[src/rtl/rs485_multidrop_responder.sv]
// -----------------------------------------------------------------------------
// rs485_multidrop_responder
//
// RS485 multidrop slave responder. Receives 11-bit frames
// (start, d0..d7, flag, stop; LSB first). When an address frame (flag=1)
// matching SLAVE_ADDR arrives with a good stop bit, the node takes the bus:
//   1. It raises tx_en.
//   2. It holds tx idle-high for TURNAROUND clocks.
//   3. It sends NUM_BYTES data frames (flag=0) snapshotted from data_in.
// The receiver is deaf from the address match until tx_done, so the local
// echo of the reply cannot retrigger it.
//
// Parameters:
//   SLAVE_ADDR    address byte answered by this node
//   NUM_BYTES     reply length in bytes (1..16)
//   CLKS_PER_BIT  clocks per bus bit (1..1024)
//   TURNAROUND    idle-high clocks with tx_en=1 before the first start bit (1..255)
//
// Ports:
//   clk        system clock
//   reset_n    asynchronous active-low reset
//   rx         receive line, idle 1. It is sampled directly; an asynchronous
//              source must be synchronised upstream of this block.
//   data_in    reply payload. Byte k is data_in[8k+7:8k]; byte 0 is sent first.
//   tx         transmit line, idle 1
//   tx_en      line driver enable, high only while replying
//   busy       high from the address match until the reply ends
//   addr_hit   one-cycle pulse on a matching address frame
//   frame_err  one-cycle pulse when a received stop bit is 0
//   tx_done    one-cycle pulse after the last stop bit of the reply
// -----------------------------------------------------------------------------
module rs485_multidrop_responder #(
    parameter logic [7:0] SLAVE_ADDR   = 8'h01,
    parameter int         NUM_BYTES    = 2,
    parameter int         CLKS_PER_BIT = 1,
    parameter int         TURNAROUND   = 2
) (
    input  logic                   clk,
    input  logic                   reset_n,
    input  logic                   rx,
    input  logic [8*NUM_BYTES-1:0] data_in,
    output logic                   tx,
    output logic                   tx_en,
    output logic                   busy,
    output logic                   addr_hit,
    output logic                   frame_err,
    output logic                   tx_done
);

    localparam int HALF = CLKS_PER_BIT / 2;
    localparam int CW   = $clog2(CLKS_PER_BIT + 1);
    localparam int TW   = $clog2(TURNAROUND + 1);
    localparam int BW   = $clog2(NUM_BYTES + 1);

    localparam logic [CW-1:0] CLK_LAST  = CW'(CLKS_PER_BIT - 1);
    localparam logic [CW-1:0] CLK_HALF  = CW'(HALF);
    localparam logic [CW-1:0] CLK_ONE   = CW'(1);
    localparam logic [TW-1:0] TURN_LAST = TW'(TURNAROUND - 1);
    localparam logic [TW-1:0] TURN_ONE  = TW'(1);
    localparam logic [BW-1:0] BYTE_LAST = BW'(NUM_BYTES - 1);
    localparam logic [BW-1:0] BYTE_ONE  = BW'(1);

    typedef enum logic [2:0] {
        RX_IDLE,
        RX_START,
        RX_BITS,
        TURN,
        TX_BITS
    } state_t;

    state_t                   state_q;
    logic [CW-1:0]            clk_cnt_q;
    logic [3:0]               bit_cnt_q;
    logic [BW-1:0]            byte_cnt_q;
    logic [TW-1:0]            turn_cnt_q;
    logic [8:0]               rx_sr_q;    // {flag, d7..d0} once nine bits are in
    logic [8*NUM_BYTES-1:0]   tx_buf_q;   // reply snapshot; shifts out LSB first
    logic                     tx_q;
    logic                     tx_en_q;
    logic                     busy_q;
    logic                     addr_hit_q;
    logic                     frame_err_q;
    logic                     tx_done_q;

    // Last clock of the current bit period. Used for both receive and transmit.
    logic clk_wrap_d;
    always_comb begin
        clk_wrap_d = (clk_cnt_q == CLK_LAST);
    end

    always_ff @(posedge clk or negedge reset_n) begin
        if (!reset_n) begin
            state_q     <= RX_IDLE;
            clk_cnt_q   <= '0;
            bit_cnt_q   <= '0;
            byte_cnt_q  <= '0;
            turn_cnt_q  <= '0;
            rx_sr_q     <= '0;
            tx_buf_q    <= '0;
            tx_q        <= 1'b1;
            tx_en_q     <= 1'b0;
            busy_q      <= 1'b0;
            addr_hit_q  <= 1'b0;
            frame_err_q <= 1'b0;
            tx_done_q   <= 1'b0;
        end else begin
            addr_hit_q  <= 1'b0;
            frame_err_q <= 1'b0;
            tx_done_q   <= 1'b0;

            case (state_q)
                RX_IDLE: begin
                    if (!rx) begin
                        bit_cnt_q <= '0;
                        if (HALF == 0) begin
                            // With one clock per bit, the first low sample is
                            // itself the start-bit sample point.
                            clk_cnt_q <= '0;
                            state_q   <= RX_BITS;
                        end else begin
                            // This cycle is clock 0 of the start bit, so the
                            // count resumes at 1 in RX_START.
                            clk_cnt_q <= CLK_ONE;
                            state_q   <= RX_START;
                        end
                    end
                end

                RX_START: begin
                    if (clk_cnt_q == CLK_HALF) begin
                        clk_cnt_q <= '0;
                        state_q   <= rx ? RX_IDLE : RX_BITS;  // high at mid-bit: glitch
                    end else begin
                        clk_cnt_q <= clk_cnt_q + CLK_ONE;
                    end
                end

                RX_BITS: begin
                    if (clk_wrap_d) begin
                        clk_cnt_q <= '0;
                        if (bit_cnt_q == 4'd9) begin
                            // Stop-bit sample point.
                            bit_cnt_q <= '0;
                            if (!rx) begin
                                frame_err_q <= 1'b1;
                                state_q     <= RX_IDLE;
                            end else if (rx_sr_q[8] && (rx_sr_q[7:0] == SLAVE_ADDR)) begin
                                addr_hit_q <= 1'b1;
                                busy_q     <= 1'b1;
                                tx_en_q    <= 1'b1;
                                tx_q       <= 1'b1;
                                tx_buf_q   <= data_in;
                                turn_cnt_q <= '0;
                                state_q    <= TURN;
                            end else begin
                                state_q <= RX_IDLE;
                            end
                        end else begin
                            rx_sr_q   <= {rx, rx_sr_q[8:1]};
                            bit_cnt_q <= bit_cnt_q + 4'd1;
                        end
                    end else begin
                        clk_cnt_q <= clk_cnt_q + CLK_ONE;
                    end
                end

                TURN: begin
                    if (turn_cnt_q == TURN_LAST) begin
                        // Register the start bit so it appears once the
                        // idle-high gap has lasted exactly TURNAROUND clocks.
                        turn_cnt_q <= '0;
                        tx_q       <= 1'b0;
                        clk_cnt_q  <= '0;
                        bit_cnt_q  <= '0;
                        byte_cnt_q <= '0;
                        state_q    <= TX_BITS;
                    end else begin
                        turn_cnt_q <= turn_cnt_q + TURN_ONE;
                    end
                end

                TX_BITS: begin
                    // tx_q holds the bit indexed by bit_cnt_q. On the last
                    // clock of that bit, the next bit is loaded.
                    if (clk_wrap_d) begin
                        clk_cnt_q <= '0;
                        if (bit_cnt_q == 4'd10) begin
                            bit_cnt_q <= '0;
                            if (byte_cnt_q == BYTE_LAST) begin
                                byte_cnt_q <= '0;
                                tx_q       <= 1'b1;
                                tx_en_q    <= 1'b0;
                                busy_q     <= 1'b0;
                                tx_done_q  <= 1'b1;
                                state_q    <= RX_IDLE;
                            end else begin
                                byte_cnt_q <= byte_cnt_q + BYTE_ONE;
                                tx_q       <= 1'b0;  // next start bit, no idle gap
                            end
                        end else begin
                            bit_cnt_q <= bit_cnt_q + 4'd1;
                            if (bit_cnt_q <= 4'd7) begin
                                // After eight shifts, the next byte sits at the bottom.
                                tx_q     <= tx_buf_q[0];
                                tx_buf_q <= tx_buf_q >> 1;
                            end else if (bit_cnt_q == 4'd8) begin
                                tx_q <= 1'b0;        // flag: reply bytes are data frames
                            end else begin
                                tx_q <= 1'b1;        // stop
                            end
                        end
                    end else begin
                        clk_cnt_q <= clk_cnt_q + CLK_ONE;
                    end
                end

                default: state_q <= RX_IDLE;
            endcase
        end
    end

    assign tx        = tx_q;
    assign tx_en     = tx_en_q;
    assign busy      = busy_q;
    assign addr_hit  = addr_hit_q;
    assign frame_err = frame_err_q;
    assign tx_done   = tx_done_q;

endmodule

[config.mk]
export PLATFORM = sky130hd
export DESIGN_NAME = rs485_multidrop_responder
export DESIGN_NICKNAME = d
export VERILOG_FILES = /design/src/rtl/rs485_multidrop_responder.sv
export SDC_FILE = /design/constraint.sdc
export NUM_CORES = 1
export LEC_CHECK = 0
export CELL_PAD_IN_SITES_DETAIL_PLACEMENT = 1
export CELL_PAD_IN_SITES_GLOBAL_PLACEMENT = 1
export CORE_MARGIN = 1
export CORE_UTILIZATION = 50
export CTS_BUF_LIST = sky130_fd_sc_hd__clkbuf_2
export DETAILED_ROUTE_END_ITERATION = 7
export MAX_ROUTING_LAYER = met4
export PLACE_DENSITY_LB_ADDON = 0.1
export SYNTH_ARGS = -nofsm -noshare
export SYNTH_HDL_FRONTEND = slang
export SYNTH_SLANG_ARGS = --single-unit
export TNS_END_PERCENT = 20
[constraint.sdc]
create_clock -name clk -period 5.4 [get_ports clk]
set_clock_uncertainty 0.1 [all_clocks]
set_input_delay 0.54 -clock clk [delete_from_list [all_inputs] [get_ports clk]]
set_output_delay 0.54 -clock clk [all_outputs]
set_load 0.05 [all_outputs]
# After elaboration in Yosys (flattened, before gate mapping)
# Cells that the tools add are included.
# Widths: inputs -> output; s select.
dict set report totals {
  output_inout_bits 6
  input_bits 19
  regBits 42
  wordCells 127
}
dict set report classes {
  addsub 4
  n_bitwise 2
  n_mux 68
  eq_ne 22
  reduce_logical 18
  magnitude_cmp 1
}
# operator n
set op_table {}
lappend op_table {{$mux 16} 7}
lappend op_table {{$pmux 16 s2} 1}
lappend op_table {{$mux 1} 27}
lappend op_table {{$mux 2} 12}
lappend op_table {{$mux 3} 8}
lappend op_table {{$mux 4} 6}
lappend op_table {{$ne 2x2->1 const B} 12}
lappend op_table {{$reduce_and 8->1} 3}
lappend op_table {{$pmux 4 s4} 1}
lappend op_table {{$pmux 3 s5} 1}
lappend op_table {{$eq 4x4->1 const B} 3}
lappend op_table {{$reduce_and 5->1} 2}
lappend op_table {{$eq 8x1->1 const B} 1}
lappend op_table {{$pmux 2 s2} 2}
lappend op_table {{$reduce_and 7->1} 1}
lappend op_table {{$eq 3x2->1 const B} 2}
lappend op_table {{$pmux 1 s3} 2}
lappend op_table {{$reduce_and 3->1} 2}
lappend op_table {{$reduce_bool 2->1} 3}
lappend op_table {{$reduce_bool 3->1} 2}
lappend op_table {{$add 2x1->2 const B} 2}
lappend op_table {{$add 4x1->4 const B} 1}
lappend op_table {{$eq 2x1->1 const B} 2}
lappend op_table {{$le 4x3->1 const B} 1}
lappend op_table {{other kinds (10)} 11}

# Depth between registers and ports, before layout
dict set report logic_depth {
  ltp_word 7
  mapped_depth 7
  ltp_nobuf 4
}

# Least setup slack after synthesis
# OpenSTA, ideal clock, no wires.
dict set report synth_timing {
  kind {flip-flop to flip-flop}
  from {register rx_sr_q[1]}
  to {register tx_buf_q[0]}
  setup_ns 0.125
  stages_incl_launch_ff 7
  path_buffers 2
  synth_period_minus_slack_ns 1.953
  t_arrival_ns 1.728
  setup_slack_ns 3.447
  t_required_ns 5.175
  path_cell_list {dfrtp_1 -> nor4b_4 -> nand4_2 -> a211o_1 -> buf_6 -> buf_12 -> mux2_4}
}
dict set report synth_between {
  elab_chain_len 4
}
# item line_no
set synth_lines {}
lappend synth_lines {{from (decl)} 76} ;# logic [8:0] rx_sr_q;
lappend synth_lines {{from (signal assigned)} 159} ;# rx_sr_q <= {rx, rx_sr_q[8:1]};
lappend synth_lines {{$eq 8x1->1} 147} ;# end else if (rx_sr_q[8] && (rx_sr_q[7:0] == SLAVE_ADDR)) begin
lappend synth_lines {{$logic_and 1x1->1} 147}
lappend synth_lines {{$ne 2x2->1 (no line)} n/a}
lappend synth_lines {{$reduce_and 8->1 (no line)} n/a}
lappend synth_lines {{to (signal assigned)} 152} ;# tx_buf_q <= data_in;
lappend synth_lines {{to (signal assigned)} 205} ;# tx_buf_q <= tx_buf_q >> 1;
lappend synth_lines {{to (decl)} 77} ;# logic [8*NUM_BYTES-1:0] tx_buf_q;
# Every way passes these cells.
# A chain may end at the register's enable or synchronous reset.

# Final worst setup path
dict set report layout_timing {
  from {register tx_q (netlist: tx)}
  to {output tx}
}
# item line_no
set layout_lines {}
lappend layout_lines {{from (decl)} 78} ;# logic tx_q;
lappend layout_lines {{from (signal assigned)} 204} ;# tx_q <= tx_buf_q[0];
lappend layout_lines {{to (decl)} 42} ;# output logic tx,
# No word-level cell between the ends.

==> out/metrics.cfg <==
[run_status]
status=completed

[sta]
setup_viol=0
tns_ps=0
tightest_slew_ps=923.3
hold_violations=0
relSlewSlack_pct=38.45
drv_slew=0
period_share_pct=44.89
max_freq_ghz=0.4126
hold_ws_ps=127.9
rsz0062_at_grt=no
fin_crit_ps=2424

[clock_tree]
clk_latency_ps=410
clk_pin_slew_ps=210
root_buffer=clkbuf_2
cts_setup_buffers=0
ctsLongestPathBuffers=2
numCtsBuffers=5
cts_htree_levels=2
clock-sinks=41
cts_tree=built
ctsHoldBuffers=0
cts_resized=0

[route]
drtIter0Drc=85
vias_per_cell=5.669
routed_wl_um=4065
ant_nets=0
vias=1355
wl_per_cell_um=17.01
drtPass1Iterations=4
drc=0

[grt]
grt_pass1_vias=1406
grt_pass1_wl_um=6727
grt_usage_pct=21.46
gr-total-overflow=0
grt_max_degree=42
antenna_found_initial=0

[floorplanning]
dieArea_um2=4462
die_w_um=66.80
fp-row-count=23
io_pins=25
core_region_area_um2=4029
initial_core_util_pct=52.11
die_h_um=66.80

[worst_hold_path]
min_path_type=primary input to async pin

[synth]
yosysUniqueCellTypes=43
netlist_instances=165
synth_top_area_share_pct=47.68
syn_nets=184
synthFlopType=dfrtp_1
synth_edf_count=0
ys_seq_area_share_pct=48.93
syn_area_per_cell_um2=12.72
yosysWarnings=0
async_reset_ff_share_pct=100.0
synth-seq-cells=41
synth_area_leaders=dfrtp_1, mux2_2, mux2_4, nand2b_1, o21ai_0
synth_common_cells=dfrtp_1, mux2_2, mux2_4
yosysTopAreaCell=dfrtp_1
synth_most_common_cell=dfrtp_1
syn_area_um2=2100

[critical_path]
max_stage_delay_ps=790
cp_num_buf_inv=1
crit_cells=1
arrival_ps=1780
cpMaxStageDelayCell=clkdlybuf4s50_1
cp_max_fo=2
path_cells=clkdlybuf4s50_1
path_delay_family=buffers and inverters
cp.required_ps=4760
cp-end-kind=primary output
crit_type=flip-flop to primary output
cp-start-kind=flip-flop
worstRegToRegCells=3

[power]
p_switching_w=0.0003562
p_seq_share_pct=51.0
ir_drop_mv=0.2559
switching_share_pct=34.25
p_per_area_nw_per_um2=436.9
internal_power_w=0.0006840
p_leak_nw=1.005
p_comb_share_pct=36.8
clkPwrFrac_pct=12.1

[placed_design]
place.gp.congestion=0.7521
dp_hpwl_um=2979
portBuffers=24
postPlaceCellArea_um2=2344

[layout]
area_growth_pct=13.41
fin_nets=207
n_antenna_cell=0
drive_above_1_share_pct=30.16
final_area_um2=2381

[flow_run]
cap_violations=0

==> sequential cells by signal (all words and copies together) (netlist names) <==
| register | flops |
|---|---|
| tx_buf_q | 16 |
| state_q | 3 |
| bit_cnt_q | 4 |
| busy | 1 |
| rx_sr_q | 9 |
| tx | 1 |
| frame_err | 1 |
| addr_hit | 1 |
| tx_done | 1 |
| turn_cnt_q | 2 |
| byte_cnt_q | 2 |
==> power by group through the flow <==
stage	sequential [W]	combinational (W)	clock, W
final	0.000531	0.000383	0.000126
after global routing	0.000546	0.000417	0.000146
after CTS	0.000531	0.000389	0.000133
after detailed placement	0.000538	0.000388	0
after global placement	0.000524	0.000364	0
after floorplan	0.000497	0.000353	0
==> worst paths after layout <==
check	startpoint	end	slack (ps)
worst max register to register	state_q[1]	tx_buf_q[12]	3090
min in group clk	tx_buf_q[13]	tx_buf_q[13]	430
worst min-delay path	reset_n	byte_cnt_q[0]	130
max in group asynchronous	reset_n	bit_cnt_q[0]	4470
worst max-delay path	tx	tx	2980
worst min register to register	tx_buf_q[13]	tx_buf_q[13]	430
==> cells in the final DEF, fill, tap and decap left out, types with 2 or more instances in the layout <==
master,Yosys,final
a21oi_1,3,3
and2_1,4,4
clkbuf_2,0,5
clkdlybuf4s50_1,0,23
clkinv_1,0,2
dfrtp_1,40,40
mux2_2,31,31
mux2_4,9,9
mux2i_1,2,2
nand2_1,6,6
nand2b_1,7,7
nand3_1,4,4
nor2_1,7,7
nor2b_1,4,4
nor3b_1,4,3
o21ai_0,7,7
o22ai_1,2,2
o311a_1,2,2
or3b_2,2,2
==> stage by stage <==
stage | total power, W | cells | util (%) | worst slack [ps]
finish | 0.001040 | 239 | 59.10 | 2976
detailed placement | 0.0009263 | 231 | 58.17 | 2705
floorplan | 0.0008502 | 165 | - | 3447
global placement | 0.0008882 | 231 | 58.17 | 2762
global route | 0.001109 | 239 | 59.10 | 2904
CTS | 0.001053 | 239 | 59.10 | 2956
==> kinds of logic after synthesis <==
logic type	after synthesis	share of synthesized area [%]
and+or+nand+nor	45	14.60
muxes	42	24.02
DFF	41	48.93
AOI/OAI and AO/OA	26	8.702
buffers and inverters	10	3.337
xor gates and xnor gates	1	0.4172
==> metal layers <==
metal	vias to the layer above	share of wire (%)	GRT usage, %	wire length (µm)
met3	6	2.9	5.137	117
li1	649	-	-	-
met5	-	0	-	0
met4	0	1.5	7.979	62
met2	18	50	34.09	2049
met1	682	45	26.51	1835
==> layout make-up <==
| cell class | count | area (µm²) |
|---|---|---|
| multi-input combinational | 114 | 1007 |
| sequential | 41 | 1027 |
| timing repair buffer | 25 | 242.7 |
| fill | 407 | 1648 |
| inverter | 1 | 3.754 |
| tap | 50 | 62.56 |
| clock inverter | 3 | 12.51 |
| clock buffer | 5 | 25.02 |
No activity file was read; power rests on OpenSTA's default activity.
